### config.mk
export PLATFORM = sky130hd
export DESIGN_NAME = credit_sender_flat
export DESIGN_NICKNAME = d
export VERILOG_FILES = /design/src/rtl/credit_sender_pkg.sv /design/src/rtl/dti.sv /design/src/rtl/credit_sender_shift_pipe.sv /design/src/rtl/credit_sender.sv /design/src/flat_wrapper.sv
export SDC_FILE = /design/constraint.sdc
export NUM_CORES = 1
export LEC_CHECK = 0
export ABC_AREA = 1
export BUFFER_PORTS_ARGS = -buffer_cell sky130_fd_sc_hd__buf_2
export CAP_MARGIN = 15
export CORE_MARGIN = 8
export CORE_UTILIZATION = 35
export CTS_CLUSTER_DIAMETER = 120
export CTS_CLUSTER_SIZE = 30
export DETAILED_ROUTE_END_ITERATION = 16
export HOLD_SLACK_MARGIN = 0.02
export SYNTH_ARGS = -nofsm -noshare
export SYNTH_HDL_FRONTEND = slang
export SYNTH_SLANG_ARGS = --single-unit
### constraint.sdc
create_clock -name clk -period 1.2 [get_ports clk]
set_clock_uncertainty 0.1 [all_clocks]
set_input_delay 0.24 -clock clk [delete_from_list [all_inputs] [get_ports clk]]
set_output_delay 0.24 -clock clk [all_outputs]
set_load 0.01 [all_outputs]
### src/rtl/credit_sender_pkg.sv
`default_nettype none
// ============================================================================
// Module      : credit_sender_pkg
// Description : Shared constants and helpers for the credit-based link sender.
//               credit_w() gives the width needed to hold a credit count in
//               the range 0..depth inclusive.
// Revision    : 1.0 - initial release
// ============================================================================
package credit_sender_pkg;

    // Width of the credit-return strobe carried through the return pipe.
    localparam int c_ret_w = 1;

    // Bits needed to represent every value from 0 up to and including depth.
    function automatic int credit_w(input int depth);
        return $clog2(depth + 1);
    endfunction

endpackage
`default_nettype wire

### src/rtl/dti.sv
`default_nettype none
// ============================================================================
// Module      : dti
// Description : Valid/ready data-transfer interface. A word moves on every
//               cycle where valid and ready are both high.
//   valid : producer has a word on data
//   ready : consumer can take a word this cycle
//   data  : payload, W bits
// Revision    : 1.0 - initial release
// ============================================================================
interface dti #(
    parameter int W = 8
) ();
    logic         valid;
    logic         ready;
    logic [W-1:0] data;

    modport producer (output valid, output data, input ready);
    modport consumer (input valid, input data, output ready);
endinterface
`default_nettype wire

### src/rtl/credit_sender_shift_pipe.sv
`default_nettype none
// ============================================================================
// Module      : shift_pipe
// Description : Generic delay line of STAGES register stages. The whole
//               vector (including any valid bit packed into it) is cleared
//               by synchronous reset. STAGES=0 degenerates to a wire.
//   clk : clock
//   rst : synchronous active-high reset
//   d   : input vector, W bits
//   q   : d delayed by STAGES cycles
// Revision    : 1.0 - initial release
// ============================================================================
module shift_pipe #(
    parameter int W      = 1,
    parameter int STAGES = 1
) (
    input  logic         clk,
    input  logic         rst,
    input  logic [W-1:0] d,
    output logic [W-1:0] q
);

    generate
        if (STAGES == 0) begin : g_pass
            // Clock and reset are intentionally unused in the zero-stage case.
            logic w_unused;
            assign w_unused = ^{clk, rst};
            assign q        = d;
        end else begin : g_pipe
            logic [W-1:0] r_stage [STAGES];

            always_ff @(posedge clk) begin
                if (rst) begin
                    for (int i = 0; i < STAGES; i++) begin
                        r_stage[i] <= '0;
                    end
                end else begin
                    r_stage[0] <= d;
                    for (int i = 1; i < STAGES; i++) begin
                        r_stage[i] <= r_stage[i-1];
                    end
                end
            end

            assign q = r_stage[STAGES-1];
        end
    endgenerate

endmodule
`default_nettype wire

### src/rtl/credit_sender.sv
`default_nettype none
// ============================================================================
// Module      : credit_sender
// Description : Transmit end of a credit-based link. Accepts words from a
//               valid/ready stream and forwards them over a ready-less
//               valid/data link to a DEPTH-entry FIFO receiver. One credit is
//               held per free receiver slot; upstream is stalled when no
//               credits remain. The receiver returns one credit per drained
//               entry on credit_ret.
//   clk        : clock
//   rst        : synchronous active-high reset
//   din        : upstream stream (consumer side), W_DATA-bit payload
//   link_valid : one-cycle pulse per transferred word
//   link_data  : payload, meaningful while link_valid=1
//   credit_ret : one credit returned per cycle high
//   credits    : current credit count (0..DEPTH)
//   ovf_err    : sticky, set when a credit returns while count==DEPTH
// Parameters:
//   DEPTH       : receiver FIFO depth, initial and maximum credit count
//   LINK_STAGES : register stages on the link after the send register
//   RET_STAGES  : register stages on credit_ret before it is counted
//   W_DATA      : payload width, must equal the width of din.data
// Revision    : 1.0 - initial release
// ============================================================================
module credit_sender
    import credit_sender_pkg::*;
#(
    parameter int DEPTH       = 2,
    parameter int LINK_STAGES = 1,
    parameter int RET_STAGES  = 0,
    parameter int W_DATA      = 8
) (
    input  logic                       clk,
    input  logic                       rst,
    dti.consumer                       din,
    output logic                       link_valid,
    output logic [W_DATA-1:0]          link_data,
    input  logic                       credit_ret,
    output logic [credit_w(DEPTH)-1:0] credits,
    output logic                       ovf_err
);

    localparam int                c_cw    = credit_w(DEPTH);
    localparam logic [c_cw-1:0]   c_depth = c_cw'(DEPTH);
    localparam logic [c_cw-1:0]   c_one   = c_cw'(1);

    generate
        if (DEPTH < 1) begin : g_depth_check
            $error("credit_sender: DEPTH must be >= 1 (got %0d)", DEPTH);
        end
    endgenerate

    // ------------------------------------------------------------------
    // State
    // ------------------------------------------------------------------
    logic [c_cw-1:0]   r_credits;
    logic              r_ready;
    logic              r_ovf_err;
    logic              r_send_valid;
    logic [W_DATA-1:0] r_send_data;

    logic              w_send;
    logic              w_ret;
    logic [c_cw-1:0]   w_credits_nxt;
    logic              w_ovf_set;

    // ready comes straight from a flop so upstream sees no combinational
    // path from credit_ret or din.valid.
    assign din.ready = r_ready;
    assign w_send    = din.valid & r_ready;

    // ------------------------------------------------------------------
    // Credit return path
    // ------------------------------------------------------------------
    shift_pipe #(
        .W      (c_ret_w),
        .STAGES (RET_STAGES)
    ) u_ret_pipe (
        .clk (clk),
        .rst (rst),
        .d   (credit_ret),
        .q   (w_ret)
    );

    // ------------------------------------------------------------------
    // Credit counter next-state
    // ------------------------------------------------------------------
    always_comb begin
        w_credits_nxt = r_credits;
        w_ovf_set     = 1'b0;
        if (w_send && !w_ret) begin
            // Cannot underflow: a send needs r_ready, i.e. r_credits != 0.
            w_credits_nxt = r_credits - c_one;
        end else if (!w_send && w_ret) begin
            if (r_credits == c_depth) begin
                // Receiver returned more than it was given: saturate, flag.
                w_ovf_set = 1'b1;
            end else begin
                w_credits_nxt = r_credits + c_one;
            end
        end
    end

    always_ff @(posedge clk) begin
        if (rst) begin
            r_credits <= c_depth;
            r_ready   <= 1'b1;
            r_ovf_err <= 1'b0;
        end else begin
            r_credits <= w_credits_nxt;
            // Registered copy of (credits != 0) for the next cycle.
            r_ready   <= (w_credits_nxt != '0);
            if (w_ovf_set) begin
                r_ovf_err <= 1'b1;
            end
        end
    end

    // ------------------------------------------------------------------
    // Send register: valid pulses for one cycle per accepted word; data
    // holds its last value between sends.
    // ------------------------------------------------------------------
    always_ff @(posedge clk) begin
        if (rst) begin
            r_send_valid <= 1'b0;
            r_send_data  <= '0;
        end else begin
            r_send_valid <= w_send;
            if (w_send) begin
                r_send_data <= din.data;
            end
        end
    end

    // ------------------------------------------------------------------
    // Link pipeline: valid and data travel together through each stage.
    // ------------------------------------------------------------------
    shift_pipe #(
        .W      (W_DATA + 1),
        .STAGES (LINK_STAGES)
    ) u_link_pipe (
        .clk (clk),
        .rst (rst),
        .d   ({r_send_valid, r_send_data}),
        .q   ({link_valid, link_data})
    );

    assign credits = r_credits;
    assign ovf_err = r_ovf_err;

endmodule
`default_nettype wire

### src/flat_wrapper.sv
// flat-port wrapper written by rule: the top's interface ports become plain ports
module credit_sender_flat import credit_sender_pkg::*;
#(
    parameter int DEPTH       = 2,
    parameter int LINK_STAGES = 1,
    parameter int RET_STAGES  = 0,
    parameter int W_DATA      = 8
)
  (clk, rst, link_valid, link_data, credit_ret, credits, ovf_err, din_valid, din_data, din_ready);
  dti #(.W(8)) din_i ();
  input  logic clk;
  input  logic rst;
  output logic link_valid;
  output logic [W_DATA-1:0] link_data;
  input  logic credit_ret;
  output logic [credit_w(DEPTH)-1:0] credits;
  output logic ovf_err;
  input wire logic [$bits(din_i.valid)-1:0] din_valid;
  input wire logic [$bits(din_i.data)-1:0] din_data;
  output wire logic [$bits(din_i.ready)-1:0] din_ready;
  assign din_i.valid = din_valid;
  assign din_i.data = din_data;
  assign din_ready = din_i.ready;
  credit_sender #(.DEPTH(DEPTH), .LINK_STAGES(LINK_STAGES), .RET_STAGES(RET_STAGES), .W_DATA(W_DATA)) u_core (.clk(clk), .rst(rst), .din(din_i), .link_valid(link_valid), .link_data(link_data), .credit_ret(credit_ret), .credits(credits), .ovf_err(ovf_err));
endmodule
==> reports/metrics.yaml, run 1 <==
cts_buffer_depth: 2
async_flop_share_pct: 0
hp-start: "din_data[6]"
grt_max_degree: 14
syn_area_per_cell_um2: 9.93
tightest_slew_ns: 0.263
routedWlPerCell_um: 11.4
final_util_pct: 48.4
power_frac_seq_pct: 54.7
drt_iter0_drc: 16
place_ws_ns: -0.114
synth_cell_types: 14
num_vias: 596
violations: "setup timing"
yosysMostFrequentCell: "dfxtp_1"
final_cell_count_no_fill: 137
clk_latency_ns: 0.30
hold_end: "u_core.r_send_data[6]"
cap_violations: 0
switching_share_pct: 25.0
diodes: 0
drcViolationCount: 0
synth_nets: 91
r2r_start: "u_core.credits[1]"
dp_cells: 131
hold_viol: 0
max_freq_ghz: 0.808
period_share_pct: 103
antenna_found_initial: 0
cts_sinks: 22
avgViaCountPerCell: 4.35
slowest_stage: "dfxtp_2"
synthTopCellsByCount: "dfxtp_1 (22), inv_1 (15), nor2_1 (12)"
yosysTopAreaCell: "dfxtp_1"
outcome: "complete, but fails checks"
synth_cells: 77
clkSlewWorstSetupHoldPaths_ns: 0.12
syn-cell-area_um2: 764
p_sw_uw: 377
drive_above_1_share_pct: 52.3
dr.pass1.iters: 4
cts_tree: "built"
hp-class: "in2reg"
dp_hpwl_um: 1140
grtUsageTotal_pct: 8.07
gp_congestion: 0.658
clkPwrFrac_pct: 26.2
path_buf_inv: 2
io_pins: 25
dieArea_mm2: 0.00394
startpoint_type: "flop"
drtAntennaViolNets: 0
h-tree-depth: 1
synth-seq-area-share_pct: 57.6
r2r-end: "u_core.din.ready"
cpPeakStageDelay_ns: 0.34
cp_cell_sequence: "buf_4, buf_6"
yosys_register_bits: 22
intPower_uw: 1130
arrival_ns: 0.90
rsz0062_at_grt: "true"
port_buffers: 24
crit_family: "flip-flops"
holdWs_ns: 0.0569
ys.flop_type: "dfxtp_1"
grt_pass1_vias: 624
grt_pass1_wl_um: 2570
synth_edf_count: 0
combPwrFrac_pct: 19.1
area_growth_pct: 34.5
period_minus_slack_ns: 1.24
synth_top_area_share_pct: 57.6
worstPathRequired_ns: 0.86
power.total_uw: 1510
slew-limit-headroom_pct: 82.5
num_rows: 17
cts_hold_buf: 0
synthTopCellsByArea: "dfxtp_1 (58%), o22a_2 (10%), inv_1 (7.4%)"
cts_buffers: 3
worstSetupPathType: "reg2out"
power_density_mw_per_mm2: 1460
die_h_um: 62.7
clockRootBuffer: "clkbuf_4"
final-max-slew-violation-count: 0
finalWirelength_um: 1560
start_util_pct: 35.9
critPathCaptureType: "output port"
synth_warnings: 0
whs_path_depth: 2
path_max_fanout: 3
cellLeakagePower_uw: 0.000488
reg2reg_slack_ns: -0.03
worst_ir_drop_vdd_v: 0.00110
fp.dieW_um: 62.7
fin_ws_ns: -0.0379
grt-ovfl-total: 0
nets: 124
r2r.worst_path.cells: 8
core_mm2: 0.00213
setup_violations: 4
fill_cells: 219
## placed cells by master (no fill, tap or decap)
cell type  count
buf_2         22
dfxtp_1       19
inv_1         12
nor2_1        10
o22a_2         8
buf_4          5
nand2_1        4
inv_2          3
nand3_1        3
clkbuf_4       3
buf_6          3
a21oi_1        2
nand3_2        2
nor2_2         2
dfxtp_2        2
nand2_4        1
nor2_4         1
o21bai_1       1
nand2_2        1
nand4_1        1
ha_4           1
ha_2           1
clkbuf_8       1
dfxtp_4        1
## cell type report
cell class	count	area [µm²]	area share, %
flip-flops and latches	22	447	43.4
well taps	28	35.0	3.41
inverters	15	56.3	5.47
multi-input cells	38	273	26.5
clock buffers	4	36.3	3.53
repair buffers	30	181	17.6
## per-layer routing
metal  GRT usage (%)  share of wire [%]  vias up
li1                -                  -      308
met2            14.1                 52       17
met5               0                  0        -
met3            3.58                6.2        4
met1            7.51                 40      267
met4            5.13                2.2        0
## timing repair
action | in CTS | in global routing
gates cloned | 0 | 0
endpoints found under the setup margin | 5 | 5
buffers inserted | 1 | 1
pin swaps | 3 | 4
gates resized for setup | 7 | 7
## sequential cells by signal, indices dropped and copies added, names as in the netlist
signal and count:
u_core.credits 2, u_core.din.ready 1, u_core.ovf_err 1, u_core.r_send_data 8
u_core.r_send_valid 1, u_core.u_link_pipe.g_pipe.r_stage 9
## per-stage QoR
step | setup TNS (ns) | cell area, µm²
after floorplan | -0.138 | 767
after global placement | -0.0650 | 930
after detailed placement | -0.214 | 930
after CTS | -0.134 | 1000
after global routing | -0.301 | 1030
final | -0.0856 | 1030
## cells by family after synthesis
family / synth area share, %
AOI/OAI and AO/OA: 12.8
adders and majority gates: 3.27
buffers and inverters: 10.3
DFF: 57.6
and+or+nand+nor: 16.0
## power groups by stage
stage                     clock [µW]  sequential [µW]  combinational, µW
after floorplan                    0              858                128
after global placement             0              836                235
after detailed placement           0              839                243
after CTS                        412              824                276
after global routing             437              831                319
final                            395              824                287
## worst max path at each step
stage | to | slack, ns | startpoint | depth (start not counted)
2_1_floorplan | u_core.din.ready | -0.08 | u_core.credits[1] | 8
3_3_place_gp | u_core.din.ready | -0.04 | u_core.credits[0] | 8
3_5_place_dp | u_core.din.ready | -0.11 | u_core.credits[1] | 8
4_1_cts | u_core.din.ready | -0.04 | u_core.credits[1] | 6
5_1_grt | u_core.din.ready | -0.10 | u_core.credits[1] | 8
6_report | credits[1] | -0.04 | u_core.credits[1] | 2
No activity file was read; power rests on OpenSTA's default activity.
==> run 2: changes to the inputs <==
PLACE_DENSITY = 0.61   (was default)
==> run 2 against run 1 <==
The run still ends with setup timing left; sequential power is essentially flat; clock power is 41% higher; global-route usage rose by 0.29 points; sequential share of layout area decreased by 0.57 points; fmax is 0.55% higher; first-iteration DRC count decreased by 13%; register-to-register slack barely moved; via count rose by 2.2%; critical path type unchanged; critical endpoint unchanged; largest cell class unchanged.
==> reports/metrics.yaml, run 2 (synthesis results as in run 1) <==
tightest_slew_ns: 0.274  # +0.0110 ns
final_common_cell: "buf_2"
worstSetupPathType: "reg2out"
grt_max_degree: 14  # unchanged
port_buffers: 24  # unchanged
num_vias: 609  # +2.2%
fill_cells: 223  # +1.8%
dr.pass1.iters: 3  # -1
dieArea_mm2: 0.00394  # unchanged
worst_ir_drop_vdd_v: 0.000865  # -21%
hp-class: "in2reg"
avgViaCountPerCell: 4.41  # +1.4%
drt_iter0_drc: 14  # -2
grtUsageTotal_pct: 8.36  # +0.29 points
drtAntennaViolNets: 0  # unchanged
hold_viol: 0  # unchanged
fin_area_mm2: 0.00104  # +1.3%
fin_ws_ns: -0.0312  # +0.00672 ns
startpoint_type: "flop"
final-max-slew-violation-count: 0  # unchanged
largest_register_ffs: 9  # unchanged
worstPathRequired_ns: 0.86  # about the same
die_h_um: 62.7  # unchanged
num_rows: 17  # unchanged
critPathCaptureType: "output port"
dp_cells: 132  # +0.76%
outcome: "complete, but fails checks"
start_util_pct: 35.9  # unchanged
h-tree-depth: 1  # unchanged
routedWlPerCell_um: 11.6  # +2.1%
cts_buffers: 3  # unchanged
drive_above_1_share_pct: 49.1  # -3.2 points
drcViolationCount: 0  # unchanged
nets: 125  # +0.81%
cts_buffer_depth: 2  # unchanged
core_mm2: 0.00213  # unchanged
io_pins: 25  # unchanged
final_cell_count_no_fill: 138  # +0.73%
period_minus_slack_ns: 1.23  # -0.00672 ns
final.setup.tns_ns: -0.0848  # +0.000760 ns
cts_tree: "built"
clockRootBuffer: "clkbuf_4"
power_density_mw_per_mm2: 1600  # +9.2%
power.total_uw: 1670  # +11%
clk_latency_ns: 0.30  # about the same
antenna_found_initial: 0  # unchanged
violations: "setup timing"
cts_hold_buf: 0  # unchanged
mostFrequentLayoutCells: "buf_2 (22), dfxtp_1 (19), inv_1 (12), nor2_1 (12), o22a_2 (8)"
cellLeakagePower_uw: 0.000502  # +2.8%
arrival_ns: 0.89  # about the same
place_area_um2: 937  # +0.81%
cts_sinks: 22  # unchanged
largest_register: "u_core.u_link_pipe.g_pipe.r_stage"
grt-ovfl-total: 0  # unchanged
grt_pass1_wl_um: 2680  # +4.3%
dp_hpwl_um: 1130  # -0.33%
path_max_fanout: 3  # unchanged
max_freq_ghz: 0.812  # +0.55%
period_share_pct: 103  # -0.56 points
finalWirelength_um: 1600  # +2.9%
rsz0062_at_grt: "true"
slew-limit-headroom_pct: 81.7  # -0.73 points
area_growth_pct: 36.3
setup_violations: 4  # unchanged
grt_pass1_vias: 654  # +4.8%
gp_congestion: 0.658  # about the same
fp.dieW_um: 62.7  # unchanged
diodes: 0  # unchanged
reg2reg_slack_ns: -0.03  # about the same
cap_violations: 0  # unchanged
clkSlewWorstSetupHoldPaths_ns: 0.12  # about the same
-- run 2: layout make-up --
| class | instances | area [µm²] | share of cell area, % |
|---|---|---|---|
| clock buffer | 3 | 22.5 | 2.16 |
| clock inverter | 1 | 30.0 | 2.88 |
| inverter | 15 | 56.3 | 5.40 |
| multi-input combinational | 38 | 263 | 25.2 |
| sequential | 22 | 447 | 42.9 |
| tap | 28 | 35.0 | 3.36 |
| timing repair buffer | 31 | 189 | 18.1 |
-- run 2: worst max-delay path, stage by stage (launching register included) --
cell and delay [ns]:
dfxtp_2 0.34, buf_4 0.14, buf_6 0.11
-- run 2: final timing paths --
path	cells past startpoint	from	end
min	2	din_data[3]	u_core.r_send_data[3]
max	2	u_core.credits[1]	credits[1]
max reg2reg	6	u_core.credits[0]	u_core.din.ready
min reg2reg	2	u_core.r_send_valid	u_core.u_link_pipe.g_pipe.r_stage[0][8]
-- run 2: metal layers --
metal | share of wire (%) | up-vias | global-route usage [%]
met5 | 0 | - | 0
met4 | 0.94 | 0 | 5.13
met3 | 5.7 | 2 | 2.87
met2 | 50 | 13 | 14.5
met1 | 43 | 284 | 8.42
li1 | - | 310 | -
-- run 2: metrics by stage --
| stage | worst slack, ns | util (%) | hold slack, ns |
|---|---|---|---|
| 2_1_floorplan | -0.0751 | - | 0.223 |
| 3_3_place_gp | -0.0383 | 44.1 | 0.295 |
| 3_5_place_dp | -0.0883 | 44.1 | 0.295 |
| 4_1_cts | -0.0370 | 48.6 | 0.0459 |
| 5_1_grt | -0.123 | 49.0 | 0.0404 |
| 6_report | -0.0312 | 49.0 | 0.0565 |
-- run 2: where the power goes --
part	total (µW)	switching, µW	internal, µW
combinational	287	142	145
sequential	823	23.1	800
clock	557	220	337
-- run 2: repair_timing --
| item | 4_1_cts | 5_1_grt |
|---|---|---|
| setup endpoints to repair | 5 | 5 |
| pin swaps | 3 | 3 |
| setup buffers | 2 | 0 |
| gates resized for setup | 6 | 4 |
| gates cloned | 0 | 0 |
